===== src/rtl/tx_frame_scheduler.sv =====
// Periodic ADC sampler that frames each sample as HEADER, sample, seq, chk and
// feeds the bytes one at a time to a UART transmitter; controlled by single-byte commands.
module tx_frame_scheduler #(
    parameter int unsigned PERIOD_UNIT = 5000000,
    parameter int unsigned ADC_TIMEOUT = 4096,
    parameter logic [7:0]  HEADER      = 8'hA5
) (
    input  logic       clk,
    input  logic       rst,
    output logic       ad_start,
    input  logic       ad_done,
    input  logic [7:0] ad_sample,
    output logic       tx_en_sig,
    output logic [7:0] tx_data,
    input  logic       tx_done_sig,
    input  logic       rx_done_sig,
    input  logic [7:0] rx_data,
    output logic       running,
    output logic       busy,
    output logic       overrun,
    output logic       adc_err
);

    localparam int unsigned ToW     = (ADC_TIMEOUT > 1) ? $clog2(ADC_TIMEOUT) : 1;
    localparam logic [ToW-1:0] ToLast = ToW'(ADC_TIMEOUT - 1);
    localparam logic [31:0] RstLoad   = 32'(5 * PERIOD_UNIT - 1);

    typedef enum logic [2:0] {StIdle, StConv, StLoad, StSend, StGap} state_t;

    state_t         state_q, state_d;
    logic           ad_start_q, ad_start_d;
    logic [7:0]     tx_data_q, tx_data_d;
    logic [7:0]     sample_q, sample_d;
    logic [7:0]     seq_q, seq_d;
    logic [1:0]     idx_q, idx_d;
    logic [ToW-1:0] to_q, to_d;
    logic           running_q, running_d;
    logic           overrun_q, overrun_d;
    logic           adc_err_q, adc_err_d;
    logic [3:0]     period_steps_q, period_steps_d;
    logic [31:0]    timer_q, timer_d;

    logic        tick, adc_timeout, is_busy;
    logic        cmd_go, cmd_stop, cmd_clear, cmd_digit;
    logic [31:0] load_val;
    logic [7:0]  chk, frame_byte;

    assign load_val = 32'(period_steps_q) * 32'(PERIOD_UNIT) - 32'd1;
    assign tick     = running_q && (timer_q == '0);
    assign is_busy  = (state_q != StIdle);
    assign chk      = HEADER + sample_q + seq_q;

    assign cmd_go    = rx_done_sig && (rx_data == 8'h47);
    assign cmd_stop  = rx_done_sig && (rx_data == 8'h53);
    assign cmd_clear = rx_done_sig && (rx_data == 8'h43);
    assign cmd_digit = rx_done_sig && (rx_data >= 8'h31) && (rx_data <= 8'h39);

    always_comb begin
        frame_byte = HEADER;
        unique case (idx_q)
            2'd0: frame_byte = HEADER;
            2'd1: frame_byte = sample_q;
            2'd2: frame_byte = seq_q;
            2'd3: frame_byte = chk;
            default: frame_byte = HEADER;
        endcase
    end

    // Timer and command-driven control registers
    always_comb begin
        timer_d        = timer_q;
        running_d      = running_q;
        period_steps_d = period_steps_q;
        overrun_d      = overrun_q;
        adc_err_d      = adc_err_q;

        // Idle timer sits at the load value so a restart always begins a full period
        if (!running_q || (timer_q == '0)) begin
            timer_d = load_val;
        end else begin
            timer_d = timer_q - 32'd1;
        end

        if (cmd_go) begin
            running_d = 1'b1;
        end else if (cmd_stop) begin
            running_d = 1'b0;
        end
        if (cmd_digit) begin
            period_steps_d = rx_data[3:0];
        end

        // Set beats clear when both happen in the same cycle
        if (tick && is_busy) begin
            overrun_d = 1'b1;
        end else if (cmd_clear) begin
            overrun_d = 1'b0;
        end
        if (adc_timeout) begin
            adc_err_d = 1'b1;
        end else if (cmd_clear) begin
            adc_err_d = 1'b0;
        end
    end

    always_comb begin
        state_d     = state_q;
        ad_start_d  = 1'b0;
        to_d        = to_q;
        sample_d    = sample_q;
        tx_data_d   = tx_data_q;
        idx_d       = idx_q;
        seq_d       = seq_q;
        adc_timeout = 1'b0;

        unique case (state_q)
            StIdle: begin
                if (tick) begin
                    ad_start_d = 1'b1;
                    to_d       = '0;
                    state_d    = StConv;
                end
            end
            StConv: begin
                if (ad_done) begin
                    sample_d = ad_sample;
                    state_d  = StLoad;
                end else if (to_q == ToLast) begin
                    sample_d    = 8'hFF;
                    adc_timeout = 1'b1;
                    state_d     = StLoad;
                end else begin
                    to_d = to_q + 1'b1;
                end
            end
            StLoad: begin
                tx_data_d = frame_byte;
                state_d   = StSend;
            end
            StSend: begin
                if (tx_done_sig) begin
                    state_d = StGap;
                end
            end
            StGap: begin
                if (idx_q != 2'd3) begin
                    idx_d   = idx_q + 2'd1;
                    state_d = StLoad;
                end else begin
                    idx_d   = 2'd0;
                    seq_d   = seq_q + 8'd1;
                    state_d = StIdle;
                end
            end
            default: state_d = StIdle;
        endcase
    end

    always_ff @(posedge clk or posedge rst) begin
        if (rst) begin
            state_q        <= StIdle;
            ad_start_q     <= 1'b0;
            tx_data_q      <= 8'h00;
            sample_q       <= 8'h00;
            seq_q          <= 8'h00;
            idx_q          <= 2'd0;
            to_q           <= '0;
            running_q      <= 1'b1;
            overrun_q      <= 1'b0;
            adc_err_q      <= 1'b0;
            period_steps_q <= 4'd5;
            timer_q        <= RstLoad;
        end else begin
            state_q        <= state_d;
            ad_start_q     <= ad_start_d;
            tx_data_q      <= tx_data_d;
            sample_q       <= sample_d;
            seq_q          <= seq_d;
            idx_q          <= idx_d;
            to_q           <= to_d;
            running_q      <= running_d;
            overrun_q      <= overrun_d;
            adc_err_q      <= adc_err_d;
            period_steps_q <= period_steps_d;
            timer_q        <= timer_d;
        end
    end

    // Decoded from state so a reset drops the transmit request without waiting for a clock
    assign tx_en_sig = (state_q == StSend);
    assign busy      = is_busy;
    assign ad_start  = ad_start_q;
    assign tx_data   = tx_data_q;
    assign running   = running_q;
    assign overrun   = overrun_q;
    assign adc_err   = adc_err_q;

endmodule


===== config.mk =====
export PLATFORM = sky130hd
export DESIGN_NAME = tx_frame_scheduler
export DESIGN_NICKNAME = d
export VERILOG_FILES = /design/src/rtl/tx_frame_scheduler.sv
export SDC_FILE = /design/constraint.sdc
export NUM_CORES = 1
export LEC_CHECK = 0
export BUFFER_PORTS_ARGS = -buffer_cell sky130_fd_sc_hd__buf_2
export CAP_MARGIN = 0
export CORE_MARGIN = 2
export CORE_UTILIZATION = 35
export CTS_BUF_LIST = sky130_fd_sc_hd__clkbuf_4 sky130_fd_sc_hd__clkbuf_8 sky130_fd_sc_hd__clkbuf_16
export CTS_CLUSTER_DIAMETER = 80
export DETAILED_ROUTE_END_ITERATION = 10
export PLACE_DENSITY = 0.48
export SYNTH_ARGS = -nofsm -noshare
export SYNTH_HDL_FRONTEND = slang
export SYNTH_SLANG_ARGS = --single-unit

===== constraint.sdc =====
create_clock -name clk -period 5.79 [get_ports clk]
set_input_delay 0 -clock clk [delete_from_list [all_inputs] [get_ports clk]]
set_output_delay 0 -clock clk [all_outputs]
set_load 0.01 [all_outputs]

== Word level (Yosys, flattened, before mapping) ==
Index checks and enable logic that the tools add are counted.

* Flip-flop bits (word level): 81
* Logic and storage cells: 87

* Add/sub/neg operators: 7
* Multiply operators: 1
* Order comparisons: 2
* Equal/unequal tests: 17
* Muxes and demuxes: 25
* Bitwise operators: 1
* Reduce and logical (&&, ||, !) cells: 22

{| class="wikitable"
|+ Operator list
! cell !! number
|-
| 12-bit two-way mux || 3
|-
| 32-bit zero test || 1
|-
| 32-bit two-way mux || 1
|-
| 8-bit case mux with 4 select lines || 1
|-
| 32-bit by 1-bit subtractor with 32-bit output, second input constant || 1
|-
| 27-bit by 1-bit subtractor with 28-bit output, second input constant || 1
|-
| 8-bit by 7-bit == test with 1-bit output, second input constant || 3
|-
| 12-bit case mux with 2 select lines || 1
|-
| 4-bit by 17-bit multiplier with 21-bit output, second input constant || 1
|-
| 8-bit two-way mux || 2
|-
| 3-bit case mux with 5 select lines || 1
|-
| 12-bit by 1-bit adder with 12-bit output, second input constant || 1
|-
| 12-bit == test, second input constant || 1
|-
| 3-bit two-way mux || 4
|-
| 1-bit two-way mux || 10
|-
| 2-bit nonzero test || 5
|-
| 8-bit by 1-bit adder with 8-bit output, second input constant || 1
|-
| 8-bit adder || 1
|-
| 8-bit adder, first input constant || 1
|-
| 8-bit by 6-bit greater-or-equal comparator with 1-bit output, second input constant || 1
|-
| 8-bit by 6-bit <= comparator with 1-bit output, second input constant || 1
|-
| 2-bit != test, second input constant || 4
|-
| 1-bit logical AND || 7
|-
| 3-bit by 2-bit == test with 1-bit output, second input constant || 2
|-
| other kinds (17) || 20
|}

== Longest topological paths before layout ==
Gate-level depths: netlist of run 1.

* Depth in word-level cells: 5
* Depth in mapped cells: 14

== Least setup slack after synthesis of run 1 ==
No wires, ideal clock.

* Kind: reg-to-reg
* From: register period_steps_q[2]
* To: register timer_q[26]
* Library setup time: 0.132 ns
* Data arrival time: 4.035 ns
* Required time: 5.658 ns
* Path slack: 1.623 ns
* Cell stages (with the launch flop): 14
* Buffers on the path: 1
* Clock period less this slack: 4.167 ns
* Path through: dfstp_2 > clkbuf_1 > inv_1 > ha_1 > fa_1 > inv_1 > ha_1 > o211ai_1 > nor2_1 > o311a_1 > a2111oi_0 > or4b_1 > nor4_1 > a211oi_1

* Cells in the longest elaborated chain, start to end: 3

{| class="wikitable"
|+ RTL lines
! what !! RTL line !! text
|-
| from (decl) || 40 || <nowiki>logic [3:0] period_steps_q, period_steps_d;</nowiki>
|-
| from (signal assigned) || 184 || <nowiki>period_steps_q <= period_steps_d;</nowiki>
|-
| 4-bit by 17-bit multiplier with 21-bit output || 48 || <nowiki>assign load_val = 32'(period_steps_q) * 32'(PERIOD_UNIT) - 32'd1;</nowiki>
|-
| 27-bit by 1-bit subtractor with 28-bit output || 48 ||
|-
| 32-bit two-way mux || 78 || <nowiki>if (!running_q || (timer_q == '0)) begin</nowiki>
|-
| net timer_d[26] || 41 || <nowiki>logic [31:0] timer_q, timer_d;</nowiki>
|-
| to (signal assigned) || 172 || <nowiki>timer_q <= RstLoad;</nowiki>
|-
| to (signal assigned) || 185 || <nowiki>timer_q <= timer_d;</nowiki>
|-
| to (decl) || 41 ||
|}

The timed path passes the listed nets, and every way through them passes these cells.
A chain may end at the register's enable or synchronous reset.

== Worst setup path in the final report of run 1 ==
Ends and elaborated chain as after synthesis.

==> results.toml, run 1 <==
[status]
status = "finished with violations"
violations = "hold timing"

[layout]
utilization = 0.404
final_cell_mix = "nor2_1, dfrtp_1, nand2_1, o21ai_0, ha_1"
syn2layout_area_growth_pct = 13.3
mostFrequentLayoutCell = "nor2_1"
nets = 788
stdcell_count = 943
num_antenna_cells = 0
drive_gt1_frac = 0.120

[pwr]
p_switching_w = 0.00141
p_leak_nw = 2.83
powerDensity_nw_per_um2 = 478
seqPwrFrac = 0.316
internal_power_w = 0.00178
power_frac_clock = 0.174
switching_share = 0.442
power_w = 0.00319
combPwrFrac = 0.510
max-vdd-ir-drop_mv = 0.312

[cts]
cts_root_buffer = "clkbuf_16"
cts_tree = "yes"
cts_made_buffers = 9
clock-sinks = 81
h-tree-depth = 3
cts_setup_buffers = 0
clk_path_buf_depth = 2
worstSkewPairLatency_ps = 350
path_clk_slew_ps = 60

[synthesis]
ys_seq_area_frac = 0.348
synth_fp_nets = 753
synth.distinct_cells = 65
async_reset_ff_frac = 1.00
ys_ff_latch = 81
syn_area_um2 = 5890
yosysWarnings = 0
synth_cells = 683
avgSynthCellArea_um2 = 8.63
synth-edff-count = 0
ys.flop_type = "dfrtp_1"

[timing]
finalSetupViolCount = 0
whs_ps = -44.1
tightest_slew_ps = 1180
skew_ps = 8.24
max_freq_mhz = 222
post-route-min-period_ps = 4510
finalMaxSlewViolations = 0
slew_headroom = 0.209
finalCritPeriodShare = 0.779
grt_setup_unrepaired = "false"
final-hold-violation-count = 24
tns_ps = 0

[worst_setup_path]
critical_path_arrival_ps = 4690
startpoint_type = "flip-flop"
crit_family = "compound AO/OA/AOI/OAI gates"
path_cells = "inv_1 -> ha_1 -> fa_1 -> inv_1 -> ha_1 -> o211ai_1 -> nor2_1 -> o311a_1 -> a2111oi_0 -> or4b_1 -> nor4_1 -> a211oi_1"
end_kind = "flip-flop"
cp.required_ps = 5970
max_stage_delay_ps = 730
path_buf_inv = 2
critPathSlowestCell = "dfstp_2"
worstPathMaxFanout = 15
crit_type = "reg2reg"

[flow_run]
maxCapViolations = 0

[global_route]
grt_pass1_vias = 4823
grt_max_degree = 82
antenna_found_initial = 0
grt_pass1_wl_um = 24200
grt_util_all_layers = 0.168
gr-total-overflow = 0

[floorplanning]
chipHeight_um = 134
coreArea_um2 = 16500
ios = 35
start_util = 0.357
rows = 47
dieWidth_um = 134
dieArea_um2 = 17900

[drt]
post_drt_wl_per_cell_um = 15.4
postRouteAntennaNets = 0
vias_per_cell = 5.29
route.vias.total = 4992
route.met2.wl_um = 6770
firstDrtPassIters = 5
routed.top_layer = "met4"
wl_um = 14500
wl_met1_um = 7120
remaining_drc_errors = 0
drt_iter0_markers = 270
dr_wl_met3_um = 446

[worst_hold_path]
hold_path.class = "in2async"

[placed_design]
place_congestion = 0.844
placed_cells = 912
portBuffers = 34
detailed_place_hpwl_um = 10600
## sequential cells by signal, summed over array words and instances, names as in the netlist
register	flops
seq_q	8
ad_start	1
timer_q	32
sample_q	8
running	1
period_steps_q	4
state_q	3
idx_q	2
tx_data	8
overrun	1
adc_err	1
to_q	12
## metrics by stage
step | setup slack [ps] | hold WS (ps) | instance area, um2
2_1_floorplan | 1620 | 95.6 | 5890
3_3_place_gp | 1380 | 238 | 6240
3_5_place_dp | 1370 | 243 | 6240
4_1_cts | 1300 | 1.67 | 6670
5_1_grt | 1020 | 20.2 | 6670
6_report | 1280 | -44.1 | 6670
## cell families (layout without fill, tap and decap cells)
kind of cell | count (synthesis) | after routing | synth area share
adders and majority gates | 49 | 49 | 0.108
DFF | 81 | 81 | 0.348
xor gates and xnor gates | 59 | 59 | 0.0877
muxes | 4 | 4 | 0.00743
buffers and inverters | 65 | 105 | 0.0440
AOI/OAI and AO/OA | 154 | 154 | 0.168
and+or+nand+nor | 271 | 271 | 0.237
## worst paths after layout
| kind | to | start | cells after the start | slack, ps |
|---|---|---|---|---|
| worst min register to register | timer_q[0] | timer_q[0] | 1 | 480 |
| max in group asynchronous | period_steps_q[1] | rst | 3 | 5130 |
| worst max register to register | timer_q[26] | period_steps_q[2] | 12 | 1280 |
| worst max-delay path | timer_q[26] | period_steps_q[2] | 12 | 1280 |
| min in group clk | period_steps_q[2] | rx_data[6] | 4 | 10 |
| worst min-delay path | tx_data[3] | rst | 3 | -40 |
## metal layers
layer  up-vias  track usage
li1       2504            -
met1      2396        0.232
met2        81        0.272
met3        11       0.0270
met4         0       0.0485
met5         -            0
## worst reg2reg max path, cell delays in order (launching register included)
cell and delay [ps]:
dfstp_2 730, inv_1 180, ha_1 360, fa_1 500
inv_1 40, ha_1 350, o211ai_1 320, nor2_1 80
o311a_1 370, a2111oi_0 520, or4b_1 510, nor4_1 270
a211oi_1 110
## cell usage after synthesis (all sizes together) (3+ instances only)
library cell	number	area, um2
nor2	71	267
dfrtp	61	1530
nand2	59	221
o21ai	53	265
ha	46	576
xnor2	41	359
inv	39	146
a21oi	30	150
nand3	25	125
dfstp	20	526
xor2	18	158
clkbuf	16	60.1
nor3	15	75.1
nor4	14	103
a31oi	12	75.1
nand2b	12	75.1
and3	11	68.8
nor2b	11	68.8
a21o	10	75.1
buf	10	52.6
nand4	9	56.3
or3	9	56.3
and2	8	50.1
o211ai	8	60.1
nand3b	7	52.6
a211oi	5	42.5
a222oi	4	40.0
nor3b	4	30.0
a2111oi	3	26.3
a211o	3	26.3
a221oi	3	26.3
and4	3	26.3
fa	3	60.1
mux2	3	33.8
o31ai	3	22.5
o41ai	3	26.3
or2	3	18.8
or4	3	30.0
## area by class of cell
cell class | instances | area [um2]
inverter | 39 | 148
multi-input combinational | 537 | 3580
clock inverter | 5 | 40.0
clock buffer | 11 | 246
tap | 220 | 275
sequential | 81 | 2050
fill | 1702 | 9850
timing repair buffer | 50 | 328
## what timing repair did
item | 4_1_cts | 5_1_grt
hold endpoints to repair | 16 | 0
hold buffers | 15 | 0
setup endpoints to repair | 0 | 0
gates resized for setup | 0 | 0
## power groups by stage
stage | registers [W] | logic, W | clock network, W
after CTS | 0.00101 | 0.00163 | 0.000576
final | 0.00101 | 0.00163 | 0.000555
after floorplan | 0.000951 | 0.00127 | 0
after global placement | 0.00100 | 0.00160 | 0
after global routing | 0.00104 | 0.00184 | 0.000602
after detailed placement | 0.00102 | 0.00161 | 0
(Power assumes the default switching activity.)
==> inputs of run 2 (changes only) <==
- clock period: 5.79 -> 4.16 ns (I/O delays scaled with it)
==> run 2 against run 1 <==
The flow now finishes without violations. First-iteration DRC count fell by 6.3%. Critical path depth rose by 1. Utilization rose by 1.7 points. Fmax rose by 14%. Sequential cell count did not move. Final area rose by 4.3%. Via count rose by 0.28%. Worst hold slack improved by 62 ps.
==> results.toml, run 2 (same netlist as run 1, synthesis figures left out) <==
[pwr]
p_leak_nw = 3.00
max-vdd-ir-drop_mv = 0.388
powerDensity_nw_per_um2 = 691

[layout]
stdcell_count = 969
mostFrequentLayoutCell = "nor2_1"
top_register = "timer_q"
final_cell_mix = "nor2_1, dfrtp_1, nand2_1, o21ai_0, ha_1"
largest_reg_flops = 32
largestRegisters = "timer_q x32, to_q x12"
syn2layout_area_growth_pct = 18.1
num_antenna_cells = 0
drive_gt1_frac = 0.154
nets = 815
fin_area_um2 = 6960

[worst_setup_path]
cp.required_ps = 4380
critical_path_arrival_ps = 4170
max_stage_delay_ps = 530
path_depth = 13
startpoint_type = "flip-flop"
path_cells = "inv_1 -> ha_1 -> fa_1 -> inv_1 -> ha_1 -> o211ai_1 -> nor2_1 -> o311a_1 -> a2111oi_2 -> buf_4 -> or4b_1 -> nor4_1 -> a211oi_1"
end_kind = "flip-flop"
worstRegToRegCells = 13
r2r_setup_slack_ps = 210
critPathSlowestCell = "dfstp_2"
crit_type = "reg2reg"
worstPathMaxFanout = 3
path_buf_inv = 3
crit_family = "adder cells"

[drt]
postRouteAntennaNets = 0
vias_per_cell = 5.17
route.vias.total = 5006
wl_um = 14800
drt_iter0_markers = 253
firstDrtPassIters = 4
remaining_drc_errors = 0
post_drt_wl_per_cell_um = 15.2

[timing]
max_freq_mhz = 253
layout_setup_ws_ps = 209
tightest_slew_ps = 1190
final-hold-violation-count = 0
grt_setup_unrepaired = "true"
whs_ps = 18.3
post-route-min-period_ps = 3950
skew_ps = 10.4
finalCritPeriodShare = 0.950
slew_headroom = 0.205
finalSetupViolCount = 0
finalMaxSlewViolations = 0

[cts]
cts_made_buffers = 9
h-tree-depth = 3
cts_setup_buffers = 0
clk_path_buf_depth = 2
path_clk_slew_ps = 70
cts_tree = "yes"
worstSkewPairLatency_ps = 340
clock-sinks = 81
cts_root_buffer = "clkbuf_16"

[placed_design]
pre_cts_ws_ps = 108
dpl_cell_area_um2 = 6430
detailed_place_hpwl_um = 11200
placed_cells = 938
portBuffers = 34
place_congestion = 0.855

[global_route]
grt_util_all_layers = 0.173
grt_pass1_wl_um = 25000
gr-total-overflow = 0
grt_max_degree = 50
antenna_found_initial = 0
grt_pass1_vias = 4974

[floorplanning]
start_util = 0.357
coreArea_um2 = 16500
chipHeight_um = 134
rows = 47
dieWidth_um = 134
ios = 35
dieArea_um2 = 17900

[flow_run]
maxCapViolations = 0

[worst_hold_path]
hold_path.class = "in2reg"
hold_depth = 4

[status]
status = "completed"
-- run 2: cell types whose count changed in the layout (fill, tap and decap cells not counted), sizes merged --
cell         change
buf             +26
bufinv           +3
clkbuf           -2
clkinvlp         -2
clkinv           -1
dlygate4sd3      +1
inv              +1
-- run 2: repair_timing --
item                                    in CTS  in global routing
hold endpoints to repair                    31                  0
gates resized for setup                      0                  7
endpoints found under the setup margin       0                  8
hold buffers                                16                  0
-- run 2: worst paths after layout --
| path | startpoint | endpoint |
|---|---|---|
| min reg2reg | timer_q[0] | timer_q[0] |
| max in group asynchronous | rst | to_q[4] |
| min in group asynchronous | rst | timer_q[29] |
| min | rx_data[6] | period_steps_q[0] |
| max | period_steps_q[2] | timer_q[26] |
| max reg2reg | period_steps_q[2] | timer_q[26] |
-- run 2: cell type report --
type,count,area [um2]
tap,220,275
multi-input combinational,537,3610
inverter,39,148
clock inverter,6,115
timing repair buffer,77,533
clock buffer,9,225
sequential,81,2050
fill,1680,9570
-- run 2: through the flow --
| stage | setup TNS, ps | power (W) | utilization |
|---|---|---|---|
| 4_1_cts | 0 | 0.00483 | 0.419 |
| 3_5_place_dp | 0 | 0.00386 | 0.389 |
| 6_report | 0 | 0.00481 | 0.421 |
| 3_3_place_gp | 0 | 0.00383 | 0.389 |
| 5_1_grt | -107 | 0.00524 | 0.421 |
| 2_1_floorplan | 0 | 0.00308 | - |
-- run 2: worst min-delay path, cell delays in order --
cell,delay (ps)
buf_2,90
nor4b_1,100
nand2_1,80
o21ai_0,70
-- run 2: per-layer routing --
layer	track usage	wire, um	part of all wire	vias to the layer above
li1	-	-	-	2567
met1	0.240	7500	0.51	2376
met4	0.0496	153	0.010	0
met5	0	0	0	-
met2	0.282	6850	0.46	55
met3	0.0244	251	0.017	8
-- run 2: power breakdown --
part	switching (W)	leakage [nW]	internal [W]	total (W)
Sequential	0.000260	0.984	0.00111	0.00137
Clock	0.000334	0.163	0.000587	0.000922
Combinational	0.00141	1.85	0.00111	0.00252
Total	0.00200	3.00	0.00281	0.00481
==> inputs of run 3 (changes only) <==
- CELL_PAD_IN_SITES_DETAIL_PLACEMENT: not set -> 1
- CELL_PAD_IN_SITES_GLOBAL_PLACEMENT: not set -> 2
- PLACE_DENSITY: 0.48 -> 0.72
==> run 3 against run 2 <==
Die area did not move. Sequential cell count did not move. Combinational power rose by 3%. Count of clock-buffer cells in the layout rose by 2. Non-clock buffer count rose by 2. Power fell by 0.55%. Routed wire length rose by 12%. Sequential share of layout area barely moved. Largest power group unchanged.
==> results.toml, run 3 (same netlist as run 1, synthesis figures left out) <==
[worst_hold_path]
holdCritStartpoint = "rx_data[6]"
hold_path.class = "in2reg"

[global_route]
grt_max_degree = 50
grt_pass1_wl_um = 28200
grt_pass1_vias = 5483
grt_util_all_layers = 0.196
gr-total-overflow = 0
antenna_found_initial = 0

[floorplanning]
start_util = 0.357
chipHeight_um = 134
ios = 35
coreArea_um2 = 16500
dieWidth_um = 134
dieArea_um2 = 17900
rows = 47

[cts]
cts_root_buffer = "clkbuf_16"
cts_made_buffers = 9
path_clk_slew_ps = 60
clk_path_buf_depth = 2
cts_tree = "yes"
h-tree-depth = 3
worstSkewPairLatency_ps = 340
clock-sinks = 81

[worst_setup_path]
cp.required_ps = 4350
crit_type = "reg2reg"
critical_path_arrival_ps = 4160
startpoint_type = "flip-flop"
r2r_start = "period_steps_q[2]"
end_kind = "flip-flop"
worstPathMaxFanout = 5
cp-startpoint = "period_steps_q[2]"

[pwr]
powerDensity_nw_per_um2 = 686
p_leak_nw = 2.99
max-vdd-ir-drop_mv = 0.309

[timing]
whs_ps = 13.4
post-route-min-period_ps = 3960
final-hold-violation-count = 0
grt_setup_unrepaired = "false"
finalMaxSlewViolations = 0
finalCritPeriodShare = 0.953
max_freq_mhz = 252
tns_ps = 0
slew_headroom = 0.400
finalSetupViolCount = 0
skew_ps = 10.9
tightest_slew_ps = 887

[layout]
top_register = "timer_q"
syn2layout_area_growth_pct = 18.3
nets = 817
mostFrequentLayoutCell = "nor2_1"
drive_gt1_frac = 0.165
utilization = 0.422
num_antenna_cells = 0
largestRegisters = "timer_q x32, to_q x12"
largest_reg_flops = 32
final_cell_mix = "nor2_1, dfrtp_1, nand2_1, o21ai_0, ha_1"

[drt]
remaining_drc_errors = 0
route.vias.total = 5204
wl_um = 16500
drt_iter0_markers = 257
firstDrtPassIters = 5
post_drt_wl_per_cell_um = 17.0
postRouteAntennaNets = 0
routed.top_layer = "met4"
wl_met1_um = 8120
dr_wl_met3_um = 290
route.met2.wl_um = 7850
vias_per_cell = 5.35

[flow_run]
maxCapViolations = 0

[placed_design]
portBuffers = 34
detailed_place_hpwl_um = 12300
place_congestion = 0.881

[status]
status = "completed"
run 3: changes by cell type in the layout (fill, tap and decap cells not counted), sizes merged:
cell         change
dlygate4sd3      +1
clkinvlp         -1
clkinv           +4
bufinv           -2
clkbuf           +2
inv              -2
buf              +1
run 3: final timing paths:
check,slack (ps),depth (start not counted),endpoint
worst min register to register,460,1,timer_q[0]
worst max-delay path,200,12,timer_q[26]
min in group asynchronous,260,3,timer_q[29]
max in group asynchronous,2790,4,period_steps_q[3]
worst max register to register,200,12,timer_q[26]
worst min-delay path,10,4,period_steps_q[2]
run 3: per-layer routing:
metal | up-vias | GRT usage
li1 | 2562 | -
met1 | 2564 | 0.269
met2 | 59 | 0.323
met3 | 19 | 0.0221
met4 | 0 | 0.0603
met5 | - | 0
run 3: power by group:
group / switching (W) / internal [W] / total (W) / leakage (nW)
logic: 0.00148 / 0.00111 / 0.00259 / 1.86
clock network: 0.000332 / 0.000479 / 0.000810 / 0.150
registers: 0.000274 / 0.00111 / 0.00139 / 0.983
total: 0.00208 / 0.00270 / 0.00478 / 2.99
run 3: per-stage QoR:
| step | setup slack (ps) | total power (W) | cells | area, um2 |
|---|---|---|---|---|
| 2_1_floorplan | 103 | 0.00308 | 683 | 5890 |
| 3_3_place_gp | 69.5 | 0.00381 | 938 | 6430 |
| 3_5_place_dp | -26.5 | 0.00391 | 938 | 6430 |
| 4_1_cts | 24.2 | 0.00479 | 971 | 6910 |
| 5_1_grt | 15.0 | 0.00522 | 972 | 6970 |
| 6_report | 195 | 0.00478 | 972 | 6970 |
run 3: layout make-up:
type / instances / area, um2
Clock buffer: 11 / 240
Clock inverter: 5 / 57.6
Fill cell: 1932 / 9550
Inverter: 39 / 148
Multi-Input combinational cell: 537 / 3650
Sequential cell: 81 / 2050
Tap cell: 220 / 275
Timing Repair Buffer: 79 / 551
run 3: worst max-delay path, stage by stage, from the launching register on:
cell and delay (ps):
dfstp_2 550, buf_4 140, ha_1 260, ha_1 330, inv_1 70, fa_2 580
or3b_2 460, nor2_1 100, nand2_1 80, or3_1 350, or4b_4 510, nor4_2 280
a211oi_1 110
run 3: what timing repair did:
item,CTS,global route
gates resized for setup,3,12
hold buffers,17,0
hold endpoints to repair,31,0
pin swaps,0,4
buffers inserted,0,1
setup endpoints to repair,7,9
